$ cat config.mk
export PLATFORM = sky130hd
export DESIGN_NAME = serial_tx
export DESIGN_NICKNAME = d
export VERILOG_FILES = /design/src/rtl/serial_pkg.sv /design/src/rtl/serial_tx_fifo.sv /design/src/rtl/serial_tx.sv
export SDC_FILE = /design/constraint.sdc
export NUM_CORES = 1
export LEC_CHECK = 0
export CAP_MARGIN = 5
export CORE_MARGIN = 2
export CORE_UTILIZATION = 40
export DETAILED_ROUTE_END_ITERATION = 10
export PLACE_DENSITY = 0.61
export SLEW_MARGIN = 20
export SYNTH_ARGS = -nofsm -noshare
export SYNTH_HDL_FRONTEND = slang
export SYNTH_SLANG_ARGS = --single-unit
$ cat constraint.sdc
create_clock -name clk -period 5.75 [get_ports clk]
set_input_delay 1.15 -clock clk [delete_from_list [all_inputs] [get_ports clk]]
set_output_delay 1.15 -clock clk [all_outputs]
set_load 0.01 [all_outputs]
$ cat src/rtl/serial_pkg.sv
// Shared definitions for the serial console link (transmitter and receiver).
package serial_pkg;

   typedef enum logic [1:0] {
      S_IDLE  = 2'd0,
      S_START = 2'd1,
      S_DATA  = 2'd2,
      S_STOP  = 2'd3
   } serial_state_t;

   localparam int unsigned MIN_DIVIDER = 2;
   localparam int unsigned FRAME_BITS  = 10;
   localparam int unsigned DATA_BITS   = FRAME_BITS - 2;

   // Dividers below the minimum would make a bit shorter than the timer can count.
   function automatic logic [31:0] eff_divider(input logic [31:0] d);
      return (d < 32'(MIN_DIVIDER)) ? 32'(MIN_DIVIDER) : d;
   endfunction

endpackage

$ cat src/rtl/serial_tx_fifo.sv
// Generic synchronous FIFO used as the transmit queue.
// Only built when SERIAL_TX_FIFO_EN is defined.
`ifdef SERIAL_TX_FIFO_EN
module serial_tx_fifo #(
   parameter int AW = 4,
   parameter int DW = 8
) (
   input  logic          clk,
   input  logic          reset_n,
   input  logic          push,
   input  logic [DW-1:0] push_data,
   input  logic          pop,
   output logic [DW-1:0] pop_data,
   output logic          full,
   output logic          empty,
   output logic [AW:0]   level
);

   localparam int unsigned DEPTH = 1 << AW;

   logic [DW-1:0] mem [DEPTH];
   logic [AW-1:0] wr_ptr;
   logic [AW-1:0] rd_ptr;
   logic [AW:0]   count;

   always_ff @(posedge clk) begin
      if (push)
         mem[wr_ptr] <= push_data;
   end

   always_ff @(posedge clk) begin
      if (!reset_n) begin
         wr_ptr <= '0;
         rd_ptr <= '0;
         count  <= '0;
      end else begin
         if (push)
            wr_ptr <= wr_ptr + 1'b1;
         if (pop)
            rd_ptr <= rd_ptr + 1'b1;
         unique case ({push, pop})
            2'b10:   count <= count + 1'b1;
            2'b01:   count <= count - 1'b1;
            default: count <= count;
         endcase
      end
   end

   assign pop_data = mem[rd_ptr];
   assign full     = (count == (AW+1)'(DEPTH));
   assign empty    = (count == '0);
   assign level    = count;

endmodule
`endif

$ cat src/rtl/serial_tx.sv
// 8N1 UART transmitter; optional transmit FIFO enabled by SERIAL_TX_FIFO_EN,
// otherwise a single holding register queues one byte.
module serial_tx
   import serial_pkg::*;
#(
   parameter int FIFO_AW = 4
) (
   input  logic             clk,
   input  logic             reset_n,
   input  logic [31:0]      cfg_divider,
   input  logic [7:0]       data,
   input  logic             valid,
   output logic             ready,
   output logic             ser_tx,
   output logic             busy,
   output logic [FIFO_AW:0] level
);

`ifdef SERIAL_TX_FIFO_EN
   localparam int unsigned QDEPTH = 1 << FIFO_AW;
`else
   localparam int unsigned QDEPTH = 1;
`endif
   localparam logic [FIFO_AW:0] QD   = (FIFO_AW+1)'(QDEPTH);
   localparam logic [2:0]       LAST = 3'(DATA_BITS - 1);

   logic             push;
   logic             pop;
   logic             q_full;
   logic             q_empty;
   logic [7:0]       q_data;
   logic [FIFO_AW:0] q_level;
   logic [FIFO_AW:0] q_level_nxt;

   assign push = valid && ready;

`ifdef SERIAL_TX_FIFO_EN
   serial_tx_fifo #(
      .AW (FIFO_AW),
      .DW (8)
   ) u_fifo (
      .clk       (clk),
      .reset_n   (reset_n),
      .push      (push),
      .push_data (data),
      .pop       (pop),
      .pop_data  (q_data),
      .full      (q_full),
      .empty     (q_empty),
      .level     (q_level)
   );
`else
   logic       hold_valid;
   logic [7:0] hold_data;

   always_ff @(posedge clk) begin
      if (!reset_n) begin
         hold_valid <= 1'b0;
         hold_data  <= '0;
      end else if (push) begin
         hold_valid <= 1'b1;
         hold_data  <= data;
      end else if (pop) begin
         hold_valid <= 1'b0;
      end
   end

   assign q_data  = hold_data;
   assign q_full  = hold_valid;
   assign q_empty = !hold_valid;
   assign q_level = {{FIFO_AW{1'b0}}, hold_valid};
`endif

   assign level = q_level;

   always_comb begin
      q_level_nxt = q_level;
      unique case ({push, pop})
         2'b10:   q_level_nxt = q_level + 1'b1;
         2'b01:   q_level_nxt = q_level - 1'b1;
         default: q_level_nxt = q_level;
      endcase
   end

   serial_state_t state;
   serial_state_t state_n;
   logic [7:0]    shreg;
   logic [7:0]    shreg_n;
   logic [2:0]    idx;
   logic [2:0]    idx_n;
   logic [31:0]   timer;
   logic [31:0]   timer_n;
   logic [31:0]   div_q;
   logic [31:0]   div_n;
   logic [31:0]   eff_div;
   logic          tdone;
   logic          load;

   assign eff_div = eff_divider(cfg_divider);
   assign tdone   = (timer == '0);

   always_ff @(posedge clk) begin
      if (!reset_n) begin
         state <= S_IDLE;
         shreg <= '0;
         idx   <= '0;
         timer <= '0;
         div_q <= 32'(MIN_DIVIDER);
      end else begin
         state <= state_n;
         shreg <= shreg_n;
         idx   <= idx_n;
         timer <= timer_n;
         div_q <= div_n;
      end
   end

   always_comb begin
      state_n = state;
      shreg_n = shreg;
      idx_n   = idx;
      timer_n = timer;
      div_n   = div_q;
      load    = 1'b0;
      unique case (state)
         S_IDLE: begin
            load = !q_empty;
         end
         S_START: begin
            timer_n = timer - 1'b1;
            if (tdone) begin
               state_n = S_DATA;
               idx_n   = '0;
               timer_n = div_q - 1'b1;
            end
         end
         S_DATA: begin
            timer_n = timer - 1'b1;
            if (tdone) begin
               timer_n = div_q - 1'b1;
               shreg_n = shreg >> 1;
               if (idx == LAST)
                  state_n = S_STOP;
               else
                  idx_n = idx + 1'b1;
            end
         end
         S_STOP: begin
            timer_n = timer - 1'b1;
            if (tdone) begin
               state_n = S_IDLE;
               load    = !q_empty;
            end
         end
         default: state_n = S_IDLE;
      endcase
      // Divider is captured here so it stays fixed for the whole frame.
      if (load) begin
         state_n = S_START;
         shreg_n = q_data;
         div_n   = eff_div;
         timer_n = eff_div - 1'b1;
      end
      pop = load;
   end

   logic tx_d;
   logic busy_d;
   logic ready_d;

   always_comb begin
      tx_d = 1'b1;
      unique case (state_n)
         S_IDLE:  tx_d = 1'b1;
         S_START: tx_d = 1'b0;
         S_DATA:  tx_d = shreg_n[0];
         S_STOP:  tx_d = 1'b1;
         default: tx_d = 1'b1;
      endcase
      busy_d = (state_n != S_IDLE) || (q_level_nxt != '0);
      // A push implies the queue is below full this cycle.
      if (push)
         ready_d = (q_level != QD - 1'b1) || pop;
      else
         ready_d = !q_full || pop;
   end

   always_ff @(posedge clk) begin
      if (!reset_n) begin
         ser_tx <= 1'b1;
         busy   <= 1'b0;
         ready  <= 1'b0;
      end else begin
         ser_tx <= tx_d;
         busy   <= busy_d;
         ready  <= ready_d;
      end
   end

endmodule
* After elaboration in Yosys (flattened, before gate mapping) *
Cells that the tools add are included.
Widths: inputs -> output; s select.

cells by class
  add/subtract/negate cells = 6
  order comparisons = 1
  eq/ne operators = 12
  muxes and demuxes = 24
  reduce and logical (&&, ||, !) cells = 19

operator list
  cell                   count
  $mux 32                3
  $sub 32x1->32 const B  3
  $pmux 32 s2            1
  $logic_not 32->1       1
  $lt 32x2->1 const B    1
  $mux 8                 3
  $eq 2x2->1 const B     5
  $mux 2                 5
  $pmux 5 s2             1
  $reduce_bool 2->1      5
  $mux 3                 3
  $eq 2x1->1 const B     3
  $ne 2x2->1 const B     3
  $pmux 2 s3             1
  $pmux 3 s2             1
  $reduce_bool 5->1      1
  $logic_not 2->1        2
  $mux 1                 4
  $reduce_and 4->1       1
  $reduce_or 2->1        2
  $add 3x1->3 const B    1
  $eq 3x3->1 const B     1
  $logic_or 1x1->1       3
  $pmux 1 s3             1
  7 further kinds        7

storage, ports and cells
  register bits after elaboration = 89
  input port bits = 43
  output and inout port bits = 8

* Longest topological paths before layout *
  depth in word-level cells = 8
  mapped depth = 13

* Least setup slack after synthesis *
No wires, ideal clock.

  path kind = in2reg
  start point = in cfg_divider[19]
  end point = reg timer[24]
  arrival time = 3691 ps
  setup slack = 1916 ps
  stages = 11
  path through = nor4_1 -> nand4_1 -> nor3_2 -> a21bo_2 -> ha_1 -> nor4b_1 -> nand4_1 -> nor3_1 -> xnor2_1 -> a2bb2oi_1 -> o32ai_1

between the ends
  word-level cells in the longest chain between the ends = 4

ends and longest elaborated chain
  item                  RTL line          RTL
  from (decl)           serial_tx.sv:10   input logic [31:0] cfg_divider,
  $lt 32x2->1           serial_pkg.sv:17  return (d < 32'(MIN_DIVIDER)) ? 32'(MIN_DIVIDER) : d;
  $mux 32 (*)           serial_pkg.sv:17
  $sub 32x1->32 (*)     serial_tx.sv:162  timer_n = eff_div - 1'b1;
  $mux 32 (*)           serial_tx.sv:158  if (load) begin
  to (signal assigned)  serial_tx.sv:113  timer <= timer_n;
  to (decl)             serial_tx.sv:91   logic [31:0] timer;

Mark *: on every way between the ends. The rest lies on a longest branch, timed or not.
A chain may end at the register's enable or synchronous reset.

* Worst setup path in the final report *
  start point = in cfg_divider[19]
  end point = reg timer[28]

Same word-level chain as after synthesis.

==> reports/summary.txt <==
Worst slew margin - 26.6%
switching share of total power - 39.9%
Die Y - 126 um
slowest stage delay, CP - 0.59 ns
P per Cell Area - 352 nW/um2
EDFF count, synth - 0
postcts setup bufs - 0
# port buffers - 46
CP max stage cell - nor4_1
#FFs+latches synth - 89
area of the mapped netlist - 5980 um2
Filler cells - 1408
setup ws final - 1.23 ns
crit path cell chain - clkdlybuf4s50_1, nor4_1, nand4_1, nor3_2, buf_4, a21bo_2, ha_1, nor4b_1, nand4_1, nor4_1, xnor2_1, o21ai_0, o21a_1
Hold Vio Cnt, Final - 0
Leak Pwr - 2.38 nW
Worst path top cell family by delay - simple AND/OR/NAND/NOR gates
CP bufs+invs - 2
clock share of power - 25.1%
die area - 15900 um2
n_diodes - 0
number of max-cap violations - 0
Ys Warns - 0
Tcrit/Tclk final - 78.5%
CTS tree - yes
CTS Root Cell - clkbuf_16
row cnt - 44
setup violators final - 0
vias per inst - 5.96
Seq pwr share - 30.3%
CTS buffer count - 9
crit end category - register
vias in the first global route - 5449
GR Overflow Total - 0
total wire length - 17400 um
Worst Hold Margin - 0.456 ns
P&R area growth vs syn - 13.3%
Initial Util - 41.0%
via count - 5728
outcome - finished, final reports clean
Detailed Route Iter0 Violations - 482
Post-Synthesis Cells - 755
GRT Util Overall - 21.9%
clock latency on the worst-skew pair - 0.35 ns
Core ar. - 14600 um2
RSZ-0062 raised after global routing - no
Reg area - 1780 um2
CTS Hold Bufs - 0
DP HPWL - 12000 um
global-route wire length before repair - 28200 um
H-tree depth - 3
largest net degree at the start of global routing - 69
multi-input logic area - 3900 um2
Worst-Margin Slew - 1.10 ns
Gate power share - 44.6%
Sink Count - 89
maximum VDD drop - 0.141 mV
CP startpoint kind - primary input
worst path required time - 6.00 ns
Synth Flop Type - dfxtp_1
P_int - 1.43 mW
post-synth cell types - 67
type of the most critical hold path - register to register
Setup TNS - 0 ns
clock skew - 0.00901 ns
Crit Path Class - primary input to register
post-placement setup slack - 0.868 ns
Tmin final - 4.52 ns
DR WL/cell - 18.1 um
GPL Wtd Cong - 0.899
Async SR Flop Fraction - 0%
initial antenna violation count - 0
Layout Nets - 833
clk buf depth - 2
DRC - 0
Pwr Total - 2.38 mW
DRT antenna net count - 0
worst path arrival time - 4.76 ns
syn avg cell area - 7.92 um2
Top Ports - 51
die width - 126 um
Worst Path Max Fanout - 10
post-CTS resize count - 0
Reg clk slew, reported paths - 0.06 ns
max-slew violations - 0
sequential share of the synthesized area - 29.8%
Peak Freq - 221 MHz
R2R setup slack - 2.35 ns
Switch Pwr - 0.951 mW
iteration count of the initial detailed-routing pass - 5
layout cells sized above 1 - 7.59%
path summary, 6_finish.rpt:
| path | from | endpoint | cells after the start |
|---|---|---|---|
| worst max register to register | timer[18]$_SDFFE_PN0P_ | timer[12]$_SDFFE_PN0P_ | 6 |
| worst min-delay path | hold_data[2]$_SDFFE_PN0P_ | hold_data[2]$_SDFFE_PN0P_ | 2 |
| worst max-delay path | cfg_divider[19] | timer[28]$_SDFFE_PN0P_ | 13 |
| worst min register to register | hold_data[2]$_SDFFE_PN0P_ | hold_data[2]$_SDFFE_PN0P_ | 2 |
state kept, by name (all words and copies together) (netlist names), 2 cells and up:
name and count:
state 2, div_q 32, timer 32, hold_data 8
shreg 8, idx 3
power groups by stage:
| stage | Combinational, mW | Clock, mW | Sequential [mW] |
|---|---|---|---|
| 2_1_floorplan | 0.816 | 0 | 0.715 |
| 3_3_place_gp | 1.02 | 0 | 0.729 |
| 3_5_place_dp | 1.04 | 0 | 0.732 |
| 4_1_cts | 1.05 | 0.605 | 0.718 |
| 5_1_grt | 1.16 | 0.628 | 0.726 |
| 6_report | 1.06 | 0.598 | 0.721 |
routing by layer:
layer / wire, um / part of all wire, % / global-route usage (%) / up-vias
li1: - / - / - / 2783
met2: 7970 / 46 / 35.2 / 191
met4: 310 / 1.8 / 7.43 / 0
met3: 897 / 5.1 / 3.57 / 27
met1: 8260 / 47 / 29.8 / 2727
met5: 0 / 0 / 0 / -
worst reg2reg max path, stage by stage, from the launching register on:
cell and delay, ns:
dfxtp_1 0.36, nor4_1 0.66, and4b_1 0.54, nand4_1 0.94, o21ai_0 0.49, nand2_1 0.09
a32o_1 0.23
area by class of cell:
cell class              instances  area share (%)
clock buffers                  10            3.53
clock inverters                 4           0.665
inverters                      12           0.739
multi-input cells             607            57.6
flip-flops and latches         89            26.3
well taps                     184            3.40
repair buffers                 55            7.79
cell usage after synthesis (6+ instances only):
library cell,instances,area (um2)
ha_1,16,200
mux2i_1,16,160
xnor2_1,43,377
buf_4,9,67.6
dfxtp_1,89,1780
o211ai_1,11,82.6
a21oi_1,61,305
nor3_1,32,160
or3_1,14,87.6
nor2_1,38,143
or4_1,9,67.6
nand4_1,15,93.8
nand2b_1,8,50.1
a211oi_1,6,45.0
clkbuf_1,30,113
inv_1,9,33.8
a32o_1,8,80.1
nor4_1,32,200
buf_2,6,30.0
nand2_1,115,432
nand3_1,24,120
or2_2,6,37.5
o21ai_0,29,145
xor2_1,30,263
logic make-up (layout without fill, tap and decap cells):
| logic type | count (synthesis) | after routing | synth area share, % |
|---|---|---|---|
| AO/OA/AOI/OAI | 161 | 161 | 17.8 |
| buffers and inverters | 62 | 81 | 5.30 |
| flip-flops | 89 | 89 | 29.8 |
| AND/OR/NAND/NOR | 334 | 334 | 29.8 |
| other | 1 | 4 | 0.0627 |
| XOR/XNOR | 73 | 73 | 10.7 |
| adder cells (fa/ha/maj) | 16 | 16 | 3.35 |
| multiplexers | 19 | 19 | 3.24 |
placed cells by master (no fill, tap or decap), drive strengths merged, types with 16 or more instances in the layout:
cell           instances
dfxtp                 89
nand3                 24
o21ai                 31
clkdlybuf4s50         46
mux2i                 16
ha                    16
nor3                  36
a21oi                 61
xor2                  30
nor4                  36
xnor2                 43
nand2                115
nor2                  39
metrics by stage:
step | utilization (%) | std cells | instance area, um2
2_1_floorplan | - | 758 | 5990
3_3_place_gp | 44.5 | 947 | 6490
3_5_place_dp | 44.5 | 947 | 6490
4_1_cts | 46.4 | 961 | 6770
5_1_grt | 46.4 | 961 | 6780
6_report | 46.4 | 961 | 6780
Power figures use the tool's default switching activity.
